<file path="config.mk">
export PLATFORM = sky130hd
export DESIGN_NAME = relu_stream_ctrl
export DESIGN_NICKNAME = d
export VERILOG_FILES = /design/src/rtl/relu_stream_ctrl.sv
export SDC_FILE = /design/constraint.sdc
export NUM_CORES = 1
export LEC_CHECK = 0
export BUFFER_PORTS_ARGS = -buffer_cell sky130_fd_sc_hd__buf_2
export CORE_MARGIN = 1
export CORE_UTILIZATION = 50
export CTS_BUF_LIST = sky130_fd_sc_hd__clkbuf_4 sky130_fd_sc_hd__clkbuf_8
export DETAILED_ROUTE_END_ITERATION = 6
export GPL_ROUTABILITY_DRIVEN = 1
export PLACE_DENSITY = 0.78
export SYNTH_ARGS = -nofsm -noshare
export SYNTH_HDL_FRONTEND = slang
export SYNTH_SLANG_ARGS = --single-unit
export TNS_END_PERCENT = 30
</file>
<file path="constraint.sdc">
create_clock -name clk -period 1.9 [get_ports clk]
set_input_delay 0.38 -clock clk [delete_from_list [all_inputs] [get_ports clk]]
set_output_delay 0.38 -clock clk [all_outputs]
set_load 0.005 [all_outputs]
</file>
<file path="src/rtl/relu_stream_ctrl.sv">
// rtl/relu_stream_ctrl.sv - command-driven ReLU/bypass streamer for one activation vector
// One registered output stage; counts negative inputs and pulses done per vector.
module relu_stream_ctrl #(
  parameter int WIDTH = 16,
  parameter int LEN_W = 10
) (
  input  logic             clk,
  input  logic             rst_n,
  input  logic             cmd_valid,
  output logic             cmd_ready,
  input  logic [LEN_W-1:0] cmd_len,
  input  logic             cmd_bypass,
  input  logic             in_valid,
  output logic             in_ready,
  input  logic [WIDTH-1:0] in_data,
  output logic             out_valid,
  input  logic             out_ready,
  output logic [WIDTH-1:0] out_data,
  output logic             out_last,
  output logic             busy,
  output logic             done,
  output logic [LEN_W-1:0] neg_count
);

  typedef enum logic [1:0] {IDLE, RUN, DRAIN, DONE} state_t;

  state_t           state;
  state_t           state_nxt;
  logic [LEN_W-1:0] len_q;
  logic [LEN_W-1:0] count;
  logic             bypass_q;
  logic             cmd_hs;
  logic             in_hs;
  logic             out_hs;
  logic             last_elem;

  assign cmd_ready = (state == IDLE);
  assign busy      = (state != IDLE);
  assign done      = (state == DONE);
  // The output register can take a new element when empty or emptying this cycle.
  assign in_ready  = (state == RUN) && (!out_valid || out_ready);

  assign cmd_hs    = cmd_valid && cmd_ready;
  assign in_hs     = in_valid && in_ready;
  assign out_hs    = out_valid && out_ready;
  assign last_elem = (count == len_q - LEN_W'(1));

  always_ff @(posedge clk or negedge rst_n) begin
    if (!rst_n) begin
      state <= IDLE;
    end else begin
      state <= state_nxt;
    end
  end

  always_comb begin
    state_nxt = state;
    case (state)
      IDLE: begin
        if (cmd_hs) begin
          state_nxt = (cmd_len == '0) ? DONE : RUN;
        end
      end
      RUN: begin
        if (in_hs && last_elem) begin
          state_nxt = DRAIN;
        end
      end
      DRAIN: begin
        if (out_hs && out_last) begin
          state_nxt = DONE;
        end
      end
      DONE: begin
        state_nxt = IDLE;
      end
      default: begin
        state_nxt = IDLE;
      end
    endcase
  end

  always_ff @(posedge clk or negedge rst_n) begin
    if (!rst_n) begin
      len_q     <= '0;
      bypass_q  <= 1'b0;
      count     <= '0;
      neg_count <= '0;
      out_data  <= '0;
      out_valid <= 1'b0;
      out_last  <= 1'b0;
    end else begin
      if (cmd_hs) begin
        len_q     <= cmd_len;
        bypass_q  <= cmd_bypass;
        count     <= '0;
        neg_count <= '0;
      end

      if (in_hs) begin
        out_data  <= (bypass_q || !in_data[WIDTH-1]) ? in_data : '0;
        out_valid <= 1'b1;
        out_last  <= last_elem;
        count     <= count + LEN_W'(1);
        // Negative inputs are counted even when the data is bypassed.
        if (in_data[WIDTH-1]) begin
          neg_count <= neg_count + LEN_W'(1);
        end
      end else if (out_hs) begin
        out_valid <= 1'b0;
        out_last  <= 1'b0;
      end
    end
  end

endmodule

</file>
==> impl_results.html, run 1 <==
<table>
<tr><th>Metric</th><th>Value</th></tr>
<tr><th colspan="2">CTS</th></tr>
<tr><td>CTS tree</td><td>done</td></tr>
<tr><td>Clock root buffer master</td><td>sky130_fd_sc_hd__clkbuf_8</td></tr>
<tr><td>Clock transition time at the flip-flop clock pins of the worst setup and hold paths</td><td>0.09 ns</td></tr>
<tr><td>Number of buffers created by CTS</td><td>5</td></tr>
<tr><td>Sinks on Clock Net</td><td>51</td></tr>
<tr><td>Number of buffers on the longest clock path</td><td>2</td></tr>
<tr><td>Skew-Pair Late Insertion Delay</td><td>0.31 ns</td></tr>
<tr><td>CTS Hold Bufs</td><td>0</td></tr>
<tr><td>Depth of the CTS H-tree</td><td>2</td></tr>
<tr><th colspan="2">Detailed routing</th></tr>
<tr><td>Number of design rule violations left after detail routing</td><td>0</td></tr>
<tr><td>Detailed-routing iteration count for the pre-antenna-repair pass</td><td>4</td></tr>
<tr><td>Post-DRT Antenna Nets</td><td>0</td></tr>
<tr><td>Initial detailed-routing violation count</td><td>115</td></tr>
<tr><td>Drt wl/cell</td><td>14.51 microns</td></tr>
<tr><td>Via density per instance</td><td>5.478</td></tr>
<tr><td>Via total after detailed routing</td><td>2416</td></tr>
<tr><td>Total Routed Length</td><td>6.399 mm</td></tr>
<tr><th colspan="2">Placement</th></tr>
<tr><td>Port buffer count</td><td>63</td></tr>
<tr><td>Pre-CTS WS</td><td>-0.03140 ns</td></tr>
<tr><td>Dpl hpwl</td><td>4.622 mm</td></tr>
<tr><td>GPL Wtd Cong</td><td>0.8512</td></tr>
<tr><th colspan="2">Synthesis</th></tr>
<tr><td>Synth Instances</td><td>289</td></tr>
<tr><td>Average instance area after synthesis</td><td>9.356 sq um</td></tr>
<tr><td>Number of warnings printed during yosys synthesis</td><td>0</td></tr>
<tr><td>Unique masters post-synth</td><td>39</td></tr>
<tr><td>Sequential area share after synthesis</td><td>47.20%</td></tr>
<tr><td>Number of nets produced by synthesis</td><td>328</td></tr>
<tr><td>Synthesis-stage register bit count</td><td>51</td></tr>
<tr><td>Syn Std Cell Area</td><td>0.002704 sq mm</td></tr>
<tr><th colspan="2">Timing</th></tr>
<tr><td>Time the worst path needs with I/O delays and setup</td><td>1.847 ns</td></tr>
<tr><td>Setup repair after global routing missed its margin</td><td>true</td></tr>
<tr><td>Highest clock frequency the design can meet</td><td>541.3 MHz</td></tr>
<tr><td>Hold Worst Slack</td><td>0.03730 ns</td></tr>
<tr><td>Skew final</td><td>0.009503 ns</td></tr>
<tr><td>Hold Vio Cnt, Final</td><td>0</td></tr>
<tr><td>Final worst-path cycle share</td><td>97.23%</td></tr>
<tr><td>Final setup violation count</td><td>0</td></tr>
<tr><td>Worst Max-Slew Pin Slew</td><td>0.5403 ns</td></tr>
<tr><td>Worst slew margin relative to its limit</td><td>63.98%</td></tr>
<tr><td>Worst Setup Slack, final</td><td>0.05259 ns</td></tr>
<tr><td>Number of max-slew violations in the final report</td><td>0</td></tr>
<tr><th colspan="2">Global routing</th></tr>
<tr><td>Global routing usage on met3</td><td>7.275%</td></tr>
<tr><td>Met2 demand-to-capacity share in global routing</td><td>39.98%</td></tr>
<tr><td>Global-route wire length before repair</td><td>10.29 mm</td></tr>
<tr><td>Total routing usage reported by global routing</td><td>24.35%</td></tr>
<tr><td>Highest-utilization routing layer at the global route stage</td><td>met2</td></tr>
<tr><td>Global routing usage on met1</td><td>31.30%</td></tr>
<tr><td>Number of antenna violations at the first check in global routing</td><td>0</td></tr>
<tr><td>Pin count of the biggest net entering global routing</td><td>52</td></tr>
<tr><td>Vias in the first global route</td><td>2240</td></tr>
<tr><td>Overflow left after global routing</td><td>0</td></tr>
<tr><th colspan="2">Setup path</th></tr>
<tr><td>Endpoint of the worst-slack reg-to-reg timing path</td><td>state[1]</td></tr>
<tr><td>Startpoint of the most critical register-to-register path</td><td>len_q[5]</td></tr>
<tr><td>Category of the critical setup timing path</td><td>flip-flop to flip-flop</td></tr>
<tr><td>Kind of start point of the critical path</td><td>flip-flop</td></tr>
<tr><td>CP Max Fanout</td><td>5</td></tr>
<tr><td>Required arrival time at the worst endpoint</td><td>2.15 ns</td></tr>
<tr><td>Setup slack of the worst register-to-register path</td><td>0.05 ns</td></tr>
<tr><td>Worst path arrival time</td><td>2.10 ns</td></tr>
<tr><td>Endpoint class of the critical path</td><td>flip-flop</td></tr>
<tr><td>Depth of the most critical reg-to-reg path</td><td>6</td></tr>
<tr><th colspan="2">Cells and area</th></tr>
<tr><td>Share of cells above drive strength 1</td><td>33.15%</td></tr>
<tr><td>Antenna Cells</td><td>0</td></tr>
<tr><td>Area delta synth-&gt;final</td><td>24.80%</td></tr>
<tr><td>Post-layout nets</td><td>409</td></tr>
<tr><td>Fillcell total</td><td>428</td></tr>
<tr><th colspan="2">Run status</th></tr>
<tr><td>Run status</td><td>complete, no violations</td></tr>
<tr><th colspan="2">Floorplan</th></tr>
<tr><td>Core Box Area</td><td>0.005172 sq mm</td></tr>
<tr><td>Initial cell density of the core</td><td>52.27%</td></tr>
<tr><td>Chip height</td><td>75.54 microns</td></tr>
<tr><td>Die Wd</td><td>75.54 microns</td></tr>
<tr><td>Placement row count</td><td>26</td></tr>
<tr><td>Count of pins on the block boundary</td><td>64</td></tr>
<tr><td>Die area</td><td>0.005706 sq mm</td></tr>
<tr><th colspan="2">Pwr</th></tr>
<tr><td>Power, Total</td><td>4500 uW</td></tr>
<tr><td>Static power due to leakage</td><td>0.001700 uW</td></tr>
<tr><td>Power Dens Cells</td><td>1334 mW/mm^2</td></tr>
<tr><td>Maximum VDD drop</td><td>0.8467 mV</td></tr>
<tr><th colspan="2">Job</th></tr>
<tr><td>Max capacitance violation total</td><td>0</td></tr>
<tr><th colspan="2">Worst hold path</th></tr>
<tr><td>Kind of path behind the tightest hold check</td><td>primary input to asynchronous set/reset pin</td></tr>
</table>
==> metal layers <==
metal,vias to the layer above,share of wire (%)
li1,1194,-
met1,1151,46
met2,63,48
met3,8,5.0
met4,0,1.3
met5,-,0
==> cell type report <==
cell class / count / area [sq um] / share of cell area (%)
Clock buffer: 6 / 76.32 / 2.262
Inverter: 6 / 22.52 / 0.6674
Tap cell: 70 / 87.58 / 2.595
Clock inverter: 2 / 17.52 / 0.5191
Timing Repair Buffer: 85 / 493.0 / 14.61
Multi-Input combinational cell: 221 / 1399 / 41.45
Sequential cell: 51 / 1279 / 37.89
==> per-stage QoR <==
step	instances	utilization [%]	area, sq um	TNS (ns)
after floorplan	289	-	2716	0
after global placement	431	62.51	3233	0
after detailed placement	431	62.51	3233	-0.03166
after CTS	441	64.83	3353	0
after global routing	441	65.24	3374	-0.07989
final	441	65.24	3374	0
==> cells by family (layout without fill, tap and decap cells) <==
group | after synthesis | in the layout | share of synthesized area, %
muxes | 12 | 12 | 4.951
xor gates and xnor gates | 12 | 12 | 3.887
adders and majority gates | 7 | 7 | 3.239
AOI/OAI and AO/OA | 52 | 52 | 11.75
and+or+nand+nor | 138 | 138 | 26.33
buffers and inverters | 17 | 99 | 2.638
DFF | 51 | 51 | 47.20
==> how the worst max path moves through the flow <==
| stage | cells after the start | startpoint | end | slack (ns) |
|---|---|---|---|---|
| CTS | 8 | state[1] | state[1] | 0.01 |
| finish | 6 | len_q[5] | state[1] | 0.05 |
| global route | 8 | len_q[0] | state[1] | -0.05 |
| detailed placement | 7 | len_q[0] | state[1] | -0.03 |
| floorplan | 8 | state[0] | state[1] | 0.006 |
| global placement | 7 | len_q[0] | state[1] | 0.04 |
==> cells in the mapped netlist <==
library cell	n	area, sq um
sky130_fd_sc_hd__nand2b_1	5	31.28
sky130_fd_sc_hd__nor3b_1	1	7.510
sky130_fd_sc_hd__and4bb_2	1	12.51
sky130_fd_sc_hd__a31oi_1	5	31.28
sky130_fd_sc_hd__and2_1	4	25.02
sky130_fd_sc_hd__nand3_1	35	175.2
sky130_fd_sc_hd__nor4_1	2	12.51
sky130_fd_sc_hd__mux2i_1	1	10.01
sky130_fd_sc_hd__nand4b_4	1	23.77
sky130_fd_sc_hd__a221oi_2	1	15.01
sky130_fd_sc_hd__a31o_2	1	8.760
sky130_fd_sc_hd__dfrtp_1	51	1276
sky130_fd_sc_hd__nor2b_1	1	6.260
sky130_fd_sc_hd__and2_4	1	8.760
sky130_fd_sc_hd__mux2_2	11	123.9
sky130_fd_sc_hd__buf_6	1	11.26
sky130_fd_sc_hd__clkbuf_1	10	37.54
sky130_fd_sc_hd__or3_1	5	31.28
sky130_fd_sc_hd__nor2_1	6	22.52
sky130_fd_sc_hd__a21oi_1	7	35.03
sky130_fd_sc_hd__a211o_2	1	10.01
sky130_fd_sc_hd__a211o_1	1	8.760
sky130_fd_sc_hd__inv_1	6	22.52
sky130_fd_sc_hd__xor2_1	7	61.31
sky130_fd_sc_hd__a21o_1	2	15.01
sky130_fd_sc_hd__nand2_1	51	191.4
sky130_fd_sc_hd__nor4_4	1	21.27
sky130_fd_sc_hd__nand4_1	6	37.54
sky130_fd_sc_hd__and4_1	1	8.760
sky130_fd_sc_hd__and3b_1	1	8.760
sky130_fd_sc_hd__nor3_1	10	50.05
sky130_fd_sc_hd__a221oi_1	2	17.52
sky130_fd_sc_hd__o31ai_1	4	30.03
sky130_fd_sc_hd__o211ai_1	1	7.510
sky130_fd_sc_hd__xnor2_1	5	43.79
sky130_fd_sc_hd__ha_1	7	87.58
sky130_fd_sc_hd__o21ai_0	26	130.1
sky130_fd_sc_hd__and3_1	6	37.54
sky130_fd_sc_hd__a32oi_1	1	8.760
==> state kept, by name, summed over array words and instances (netlist names) <==
signal	flops
out_last	1
out_valid	1
state	2
count	10
bypass_q	1
neg_count	10
len_q	10
out_data	16
==> power by group <==
| group | internal (uW) | total, uW | switching, uW |
|---|---|---|---|
| registers | 1420 | 1730 | 309 |
| logic | 1030 | 2110 | 1080 |
| clock network | 280 | 658 | 379 |
| total | 2730 | 4500 | 1770 |
==> critical path, cell delays in order, from the launching register on <==
cell and delay (ns):
sky130_fd_sc_hd__dfrtp_2 0.45, sky130_fd_sc_hd__nor4_4 0.35, sky130_fd_sc_hd__and2_4 0.21, sky130_fd_sc_hd__o21ai_0 0.11, sky130_fd_sc_hd__nand4b_4 0.22, sky130_fd_sc_hd__or3_1 0.39
sky130_fd_sc_hd__nand3_1 0.07
==> timing repair <==
| item | 4_1_cts | 5_1_grt |
|---|---|---|
| pin swaps | 1 | 5 |
| cloned | 0 | 0 |
| gates resized for setup | 2 | 8 |
| setup endpoints to repair | 2 | 7 |
| setup buffers | 2 | 0 |
==> cells in the final DEF, fill, tap and decap left out, types with 6 or more instances in the layout <==
cell	netlist	final
sky130_fd_sc_hd__nor2_1	6	6
sky130_fd_sc_hd__nor3_1	10	9
sky130_fd_sc_hd__nand4_1	6	6
sky130_fd_sc_hd__dfrtp_1	51	49
sky130_fd_sc_hd__a21oi_1	7	7
sky130_fd_sc_hd__nand2_1	51	51
sky130_fd_sc_hd__o21ai_0	26	25
sky130_fd_sc_hd__mux2_2	11	11
sky130_fd_sc_hd__xor2_1	7	7
sky130_fd_sc_hd__nand3_1	35	35
sky130_fd_sc_hd__buf_4	0	21
sky130_fd_sc_hd__buf_2	0	63
Note: power is estimated with default switching activity, not from simulation.
==> run 2: changes to the inputs <==
--- a/config.mk
+++ b/config.mk
@@ -5,6 +5,7 @@
 export SDC_FILE = /design/constraint.sdc
 export NUM_CORES = 1
 export LEC_CHECK = 0
+export ABC_AREA = 1
 export BUFFER_PORTS_ARGS = -buffer_cell sky130_fd_sc_hd__buf_2
 export CORE_MARGIN = 1
 export CORE_UTILIZATION = 50
==> impl_results.html, run 2 <==
<table>
<tr><th>Metric</th><th>Value</th></tr>
<tr><th colspan="2">Run status</th></tr>
<tr><td>Run status</td><td>complete, no violations (unchanged)</td></tr>
<tr><th colspan="2">Timing</th></tr>
<tr><td>Number of max-slew violations in the final report</td><td>0 (unchanged)</td></tr>
<tr><td>Final worst-path cycle share</td><td>91.53% (was 97.23%)</td></tr>
<tr><td>Worst slew margin relative to its limit</td><td>69.32% (was 63.98%)</td></tr>
<tr><td>Highest clock frequency the design can meet</td><td>575.0 MHz (was 541.3 MHz)</td></tr>
<tr><td>Hold Vio Cnt, Final</td><td>0 (unchanged)</td></tr>
<tr><td>Hold Worst Slack</td><td>0.04451 ns (was 0.03730 ns)</td></tr>
<tr><td>Final setup violation count</td><td>0 (unchanged)</td></tr>
<tr><td>Worst Setup Slack, final</td><td>0.1609 ns (was 0.05259 ns)</td></tr>
<tr><td>Skew final</td><td>0.009717 ns (was 0.009503 ns)</td></tr>
<tr><td>Time the worst path needs with I/O delays and setup</td><td>1.739 ns (was 1.847 ns)</td></tr>
<tr><td>Worst Max-Slew Pin Slew</td><td>0.4602 ns (was 0.5403 ns)</td></tr>
<tr><td>Setup TNS</td><td>0 ns (unchanged)</td></tr>
<tr><th colspan="2">Setup path</th></tr>
<tr><td>Category of the critical setup timing path</td><td>flip-flop to flip-flop (unchanged)</td></tr>
<tr><td>Cell seen most often among critical-path stages</td><td>sky130_fd_sc_hd__nand2_1</td></tr>
<tr><td>Kind of start point of the critical path</td><td>flip-flop (unchanged)</td></tr>
<tr><td>Startpoint of the most critical register-to-register path</td><td>len_q[0] (was len_q[5])</td></tr>
<tr><td>Depth of the most critical reg-to-reg path</td><td>14 (was 6)</td></tr>
<tr><td>Slowest cell delay on critical path</td><td>0.42 ns (was 0.45 ns)</td></tr>
<tr><td>Endpoint of the worst-slack reg-to-reg timing path</td><td>state[1] (unchanged)</td></tr>
<tr><td>Endpoint class of the critical path</td><td>flip-flop (unchanged)</td></tr>
<tr><td>Series of cell instances along the critical path</td><td>inv_2 &gt; ha_2 &gt; inv_1 &gt; nand2_1 &gt; nand2_1 &gt; nand2_1 &gt; nor2_2 &gt; nand3_2 &gt; nor2_2 &gt; nand3_2 &gt; nand2_2 &gt; nand2_1 &gt; nand2_1 &gt; nand2_1 (was nor4_4 &gt; and2_4 &gt; o21ai_0 &gt; nand4b_4 &gt; or3_1 &gt; nand3_1)</td></tr>
<tr><td>Cell with the largest stage delay on the worst path</td><td>sky130_fd_sc_hd__dfrtp_1 (was sky130_fd_sc_hd__dfrtp_2)</td></tr>
<tr><td>Cell type group with the largest total delay on the critical path</td><td>simple AND/OR/NAND/NOR gates (unchanged)</td></tr>
<tr><td>CP Max Fanout</td><td>3 (was 5)</td></tr>
<tr><td>Required arrival time at the worst endpoint</td><td>2.11 ns (was 2.15 ns)</td></tr>
<tr><td>Setup slack of the worst register-to-register path</td><td>0.16 ns (was 0.05 ns)</td></tr>
<tr><td>Buffers plus inverters on the worst setup path</td><td>2 (was 0)</td></tr>
<tr><td>Worst path arrival time</td><td>1.95 ns (was 2.10 ns)</td></tr>
<tr><th colspan="2">Pwr</th></tr>
<tr><td>Clock Power Share</td><td>15.1% (was 14.6%)</td></tr>
<tr><td>Share of power burned in registers</td><td>41.0% (was 38.4%)</td></tr>
<tr><td>Static power due to leakage</td><td>0.001760 uW (was 0.001700 uW)</td></tr>
<tr><td>Maximum VDD drop</td><td>0.5946 mV (was 0.8467 mV)</td></tr>
<tr><td>Power Internal</td><td>2511 uW (was 2729 uW)</td></tr>
<tr><td>Net Sw Frac</td><td>42.49% (was 39.37%)</td></tr>
<tr><td>Power Dens Cells</td><td>1308 mW/mm^2 (was 1334 mW/mm^2)</td></tr>
<tr><td>Switching power of the nets</td><td>1855 uW (was 1772 uW)</td></tr>
<tr><td>Combinational fraction of design power</td><td>43.9% (was 46.9%)</td></tr>
<tr><th colspan="2">Synthesis</th></tr>
<tr><td>Sequential area share after synthesis</td><td>46.07% (was 47.20%)</td></tr>
<tr><td>Prevailing post-synth register cell</td><td>sky130_fd_sc_hd__dfrtp_1 (unchanged)</td></tr>
<tr><td>Number of warnings printed during yosys synthesis</td><td>0 (unchanged)</td></tr>
<tr><td>Most numerous cell in the Yosys netlist</td><td>sky130_fd_sc_hd__nand2_1</td></tr>
<tr><td>Synthesis-stage register bit count</td><td>51 (unchanged)</td></tr>
<tr><td>Number of nets produced by synthesis</td><td>399 (was 328)</td></tr>
<tr><td>Average instance area after synthesis</td><td>7.695 sq um (was 9.356 sq um)</td></tr>
<tr><td>Most numerous cell types in the synthesized netlist</td><td>104 x sky130_fd_sc_hd__nand2_1, 51 x sky130_fd_sc_hd__dfrtp_1, 45 x sky130_fd_sc_hd__o21ai_0, 32 x sky130_fd_sc_hd__inv_1, 26 x sky130_fd_sc_hd__nand3_1 (was 51 x sky130_fd_sc_hd__dfrtp_1, 51 x sky130_fd_sc_hd__nand2_1, 35 x sky130_fd_sc_hd__nand3_1, 26 x sky130_fd_sc_hd__o21ai_0, 11 x sky130_fd_sc_hd__mux2_2)</td></tr>
<tr><td>Fraction of post-synthesis cell area in the top cell type by area</td><td>46.07% (was 47.20%)</td></tr>
<tr><td>Unique masters post-synth</td><td>35 (was 39)</td></tr>
<tr><td>Async set or reset register ratio after synthesis</td><td>100.0% (unchanged)</td></tr>
<tr><td>Post-synth EDFFs</td><td>0 (unchanged)</td></tr>
<tr><td>Syn Std Cell Area</td><td>0.002770 sq mm (was 0.002704 sq mm)</td></tr>
<tr><td>Post-synthesis cell type with the largest combined area</td><td>sky130_fd_sc_hd__dfrtp_1 (unchanged)</td></tr>
<tr><td>Top post-synthesis cells by area</td><td>sky130_fd_sc_hd__dfrtp_1 46%, sky130_fd_sc_hd__nand2_1 14%, sky130_fd_sc_hd__o21ai_0 8.1% (was sky130_fd_sc_hd__dfrtp_1 47%, sky130_fd_sc_hd__nand2_1 7.1%, sky130_fd_sc_hd__nand3_1 6.5%)</td></tr>
<tr><td>Synth Instances</td><td>360 (was 289)</td></tr>
<tr><th colspan="2">Cells and area</th></tr>
<tr><td>Share of cells above drive strength 1</td><td>26.33% (was 33.15%)</td></tr>
<tr><td>Area delta synth-&gt;final</td><td>20.51% (was 24.80%)</td></tr>
<tr><td>Post-layout nets</td><td>471 (was 409)</td></tr>
<tr><td>Fillcell total</td><td>448 (was 428)</td></tr>
<tr><td>Largest register by flop count</td><td>out_data (unchanged)</td></tr>
<tr><td>Share of the core filled with cells</td><td>64.13% (was 65.24%)</td></tr>
<tr><td>Number of flip-flops in the largest register</td><td>16 (unchanged)</td></tr>
<tr><td>Antenna Cells</td><td>0 (unchanged)</td></tr>
<tr><td>Commonest non-fill, non-tap cells in the layout</td><td>104 x sky130_fd_sc_hd__nand2_1, 63 x sky130_fd_sc_hd__buf_2, 51 x sky130_fd_sc_hd__dfrtp_1 (was 63 x sky130_fd_sc_hd__buf_2, 51 x sky130_fd_sc_hd__nand2_1, 49 x sky130_fd_sc_hd__dfrtp_1)</td></tr>
<tr><td>Design Area, Final</td><td>0.003338 sq mm (was 0.003374 sq mm)</td></tr>
<tr><td>Commonest non-fill, non-tap cell in the layout</td><td>sky130_fd_sc_hd__nand2_1 (was sky130_fd_sc_hd__buf_2)</td></tr>
<tr><th colspan="2">CTS</th></tr>
<tr><td>Sinks on Clock Net</td><td>51 (unchanged)</td></tr>
<tr><td>CTS tree</td><td>done (unchanged)</td></tr>
<tr><td>Number of buffers on the longest clock path</td><td>2 (unchanged)</td></tr>
<tr><td>Skew-Pair Late Insertion Delay</td><td>0.31 ns (about the same)</td></tr>
<tr><td>CTS Hold Bufs</td><td>0 (unchanged)</td></tr>
<tr><td>Number of buffers created by CTS</td><td>5 (unchanged)</td></tr>
<tr><td>Depth of the CTS H-tree</td><td>2 (unchanged)</td></tr>
<tr><td>Clock root buffer master</td><td>sky130_fd_sc_hd__clkbuf_8 (unchanged)</td></tr>
<tr><td>Clock transition time at the flip-flop clock pins of the worst setup and hold paths</td><td>0.10 ns (was 0.09 ns)</td></tr>
<tr><th colspan="2">Placement</th></tr>
<tr><td>Port buffer count</td><td>63 (unchanged)</td></tr>
<tr><td>Cell area after placement</td><td>0.003193 sq mm (was 0.003233 sq mm)</td></tr>
<tr><td>GPL Wtd Cong</td><td>0.9170 (was 0.8512)</td></tr>
<tr><td>Dpl hpwl</td><td>4.613 mm (was 4.622 mm)</td></tr>
<tr><td>Pre-CTS WS</td><td>0.1205 ns (was -0.03140 ns)</td></tr>
<tr><th colspan="2">Global routing</th></tr>
<tr><td>Global-route wire length before repair</td><td>10.92 mm (was 10.29 mm)</td></tr>
<tr><td>Pin count of the biggest net entering global routing</td><td>52 (unchanged)</td></tr>
<tr><td>Number of antenna violations at the first check in global routing</td><td>0 (unchanged)</td></tr>
<tr><td>Vias in the first global route</td><td>2466 (was 2240)</td></tr>
<tr><td>Total routing usage reported by global routing</td><td>23.10% (was 24.35%)</td></tr>
<tr><td>Overflow left after global routing</td><td>0 (unchanged)</td></tr>
<tr><th colspan="2">Floorplan</th></tr>
<tr><td>Count of pins on the block boundary</td><td>64 (unchanged)</td></tr>
<tr><td>Initial cell density of the core</td><td>53.22% (was 52.27%)</td></tr>
<tr><td>Core Box Area</td><td>0.005205 sq mm (was 0.005172 sq mm)</td></tr>
<tr><td>Die Wd</td><td>76.44 microns (was 75.54 microns)</td></tr>
<tr><td>Chip height</td><td>76.44 microns (was 75.54 microns)</td></tr>
<tr><td>Placement row count</td><td>26 (unchanged)</td></tr>
<tr><td>Die area</td><td>0.005842 sq mm (was 0.005706 sq mm)</td></tr>
<tr><th colspan="2">Detailed routing</th></tr>
<tr><td>Top layer in use</td><td>met4 (unchanged)</td></tr>
<tr><td>Via total after detailed routing</td><td>2601 (was 2416)</td></tr>
<tr><td>Via density per instance</td><td>5.171 (was 5.478)</td></tr>
<tr><td>Number of design rule violations left after detail routing</td><td>0 (unchanged)</td></tr>
<tr><td>Total length of routed met2 wires</td><td>3.096 mm (was 3.048 mm)</td></tr>
<tr><td>Post-DRT Antenna Nets</td><td>0 (unchanged)</td></tr>
<tr><td>Drt wl/cell</td><td>12.39 microns (was 14.51 microns)</td></tr>
<tr><td>Total Routed Length</td><td>6.233 mm (was 6.399 mm)</td></tr>
<tr><td>M1 wire length</td><td>2.722 mm (was 2.949 mm)</td></tr>
<tr><td>Detail Route met3 WL</td><td>358 microns (was 317 microns)</td></tr>
<tr><td>Initial detailed-routing violation count</td><td>213 (was 115)</td></tr>
<tr><td>Detailed-routing iteration count for the pre-antenna-repair pass</td><td>4 (unchanged)</td></tr>
<tr><th colspan="2">Job</th></tr>
<tr><td>Max capacitance violation total</td><td>0 (unchanged)</td></tr>
<tr><th colspan="2">Worst hold path</th></tr>
<tr><td>Kind of path behind the tightest hold check</td><td>primary input to asynchronous set/reset pin (unchanged)</td></tr>
</table>
run 2: changes by cell type in the layout (fill, tap and decap cells not counted), sizes merged, moves of 7 or more:
cell	change
nor2	+28
inv	+35
nand3	-7
nand2	+56
mux2	-11
o21ai	+23
buf	-11
run 2: how the worst max path moves through the flow:
stage / slack [ns] / startpoint / to / depth (start not counted)
6_report: 0.16 / len_q[0] / state[1] / 14
5_1_grt: -0.009 / len_q[0] / state[0] / 13
4_1_cts: 0.11 / len_q[0] / state[1] / 13
3_5_place_dp: 0.12 / len_q[0] / state[1] / 13
3_3_place_gp: 0.23 / len_q[0] / state[1] / 13
2_1_floorplan: 0.32 / len_q[0] / state[0] / 13
run 2: kinds of logic after synthesis:
kind of cell | Yosys count | share of synthesized area, %
AO/OA/AOI/OAI | 63 | 11.88
adder cells (fa/ha/maj) | 7 | 3.162
multiplexers | 3 | 1.084
XOR/XNOR | 5 | 1.581
buffers and inverters | 50 | 6.910
AND/OR/NAND/NOR | 181 | 29.31
flip-flops | 51 | 46.07
run 2: power groups by stage:
stage / Clock [uW] / Sequential [uW] / Combinational, uW
6_report: 659 / 1790 / 1920
5_1_grt: 710 / 1830 / 2200
4_1_cts: 679 / 1780 / 1820
3_5_place_dp: 0 / 1790 / 1820
3_3_place_gp: 0 / 1780 / 1770
2_1_floorplan: 0 / 1730 / 1240
run 2: area by class of cell:
cell class | instances | area (sq um) | share of cell area [%]
clock inverter | 2 | 16.27 | 0.4873
timing repair buffer | 74 | 410.4 | 12.29
inverter | 41 | 153.9 | 4.610
clock buffer | 6 | 76.32 | 2.286
tap | 70 | 87.58 | 2.624
multi-input combinational | 259 | 1318 | 39.47
sequential | 51 | 1276 | 38.23
run 2: metrics by stage:
stage	power [uW]	std cells
after floorplan	2974	360
after global placement	3558	490
after detailed placement	3611	490
after CTS	4277	498
after global routing	4747	503
final	4366	503
run 2: what timing repair did:
item,in CTS,in global routing
gates resized for setup,0,7
buffers inserted,0,5
setup endpoints to repair,0,2
endpoints found under the hold margin,0,0
run 2: layer usage:
layer | vias up | GRT usage, %
li1 | 1298 | -
met1 | 1211 | 28.59
met2 | 83 | 40.09
met3 | 9 | 4.910
met4 | 0 | 7.308
met5 | - | 0
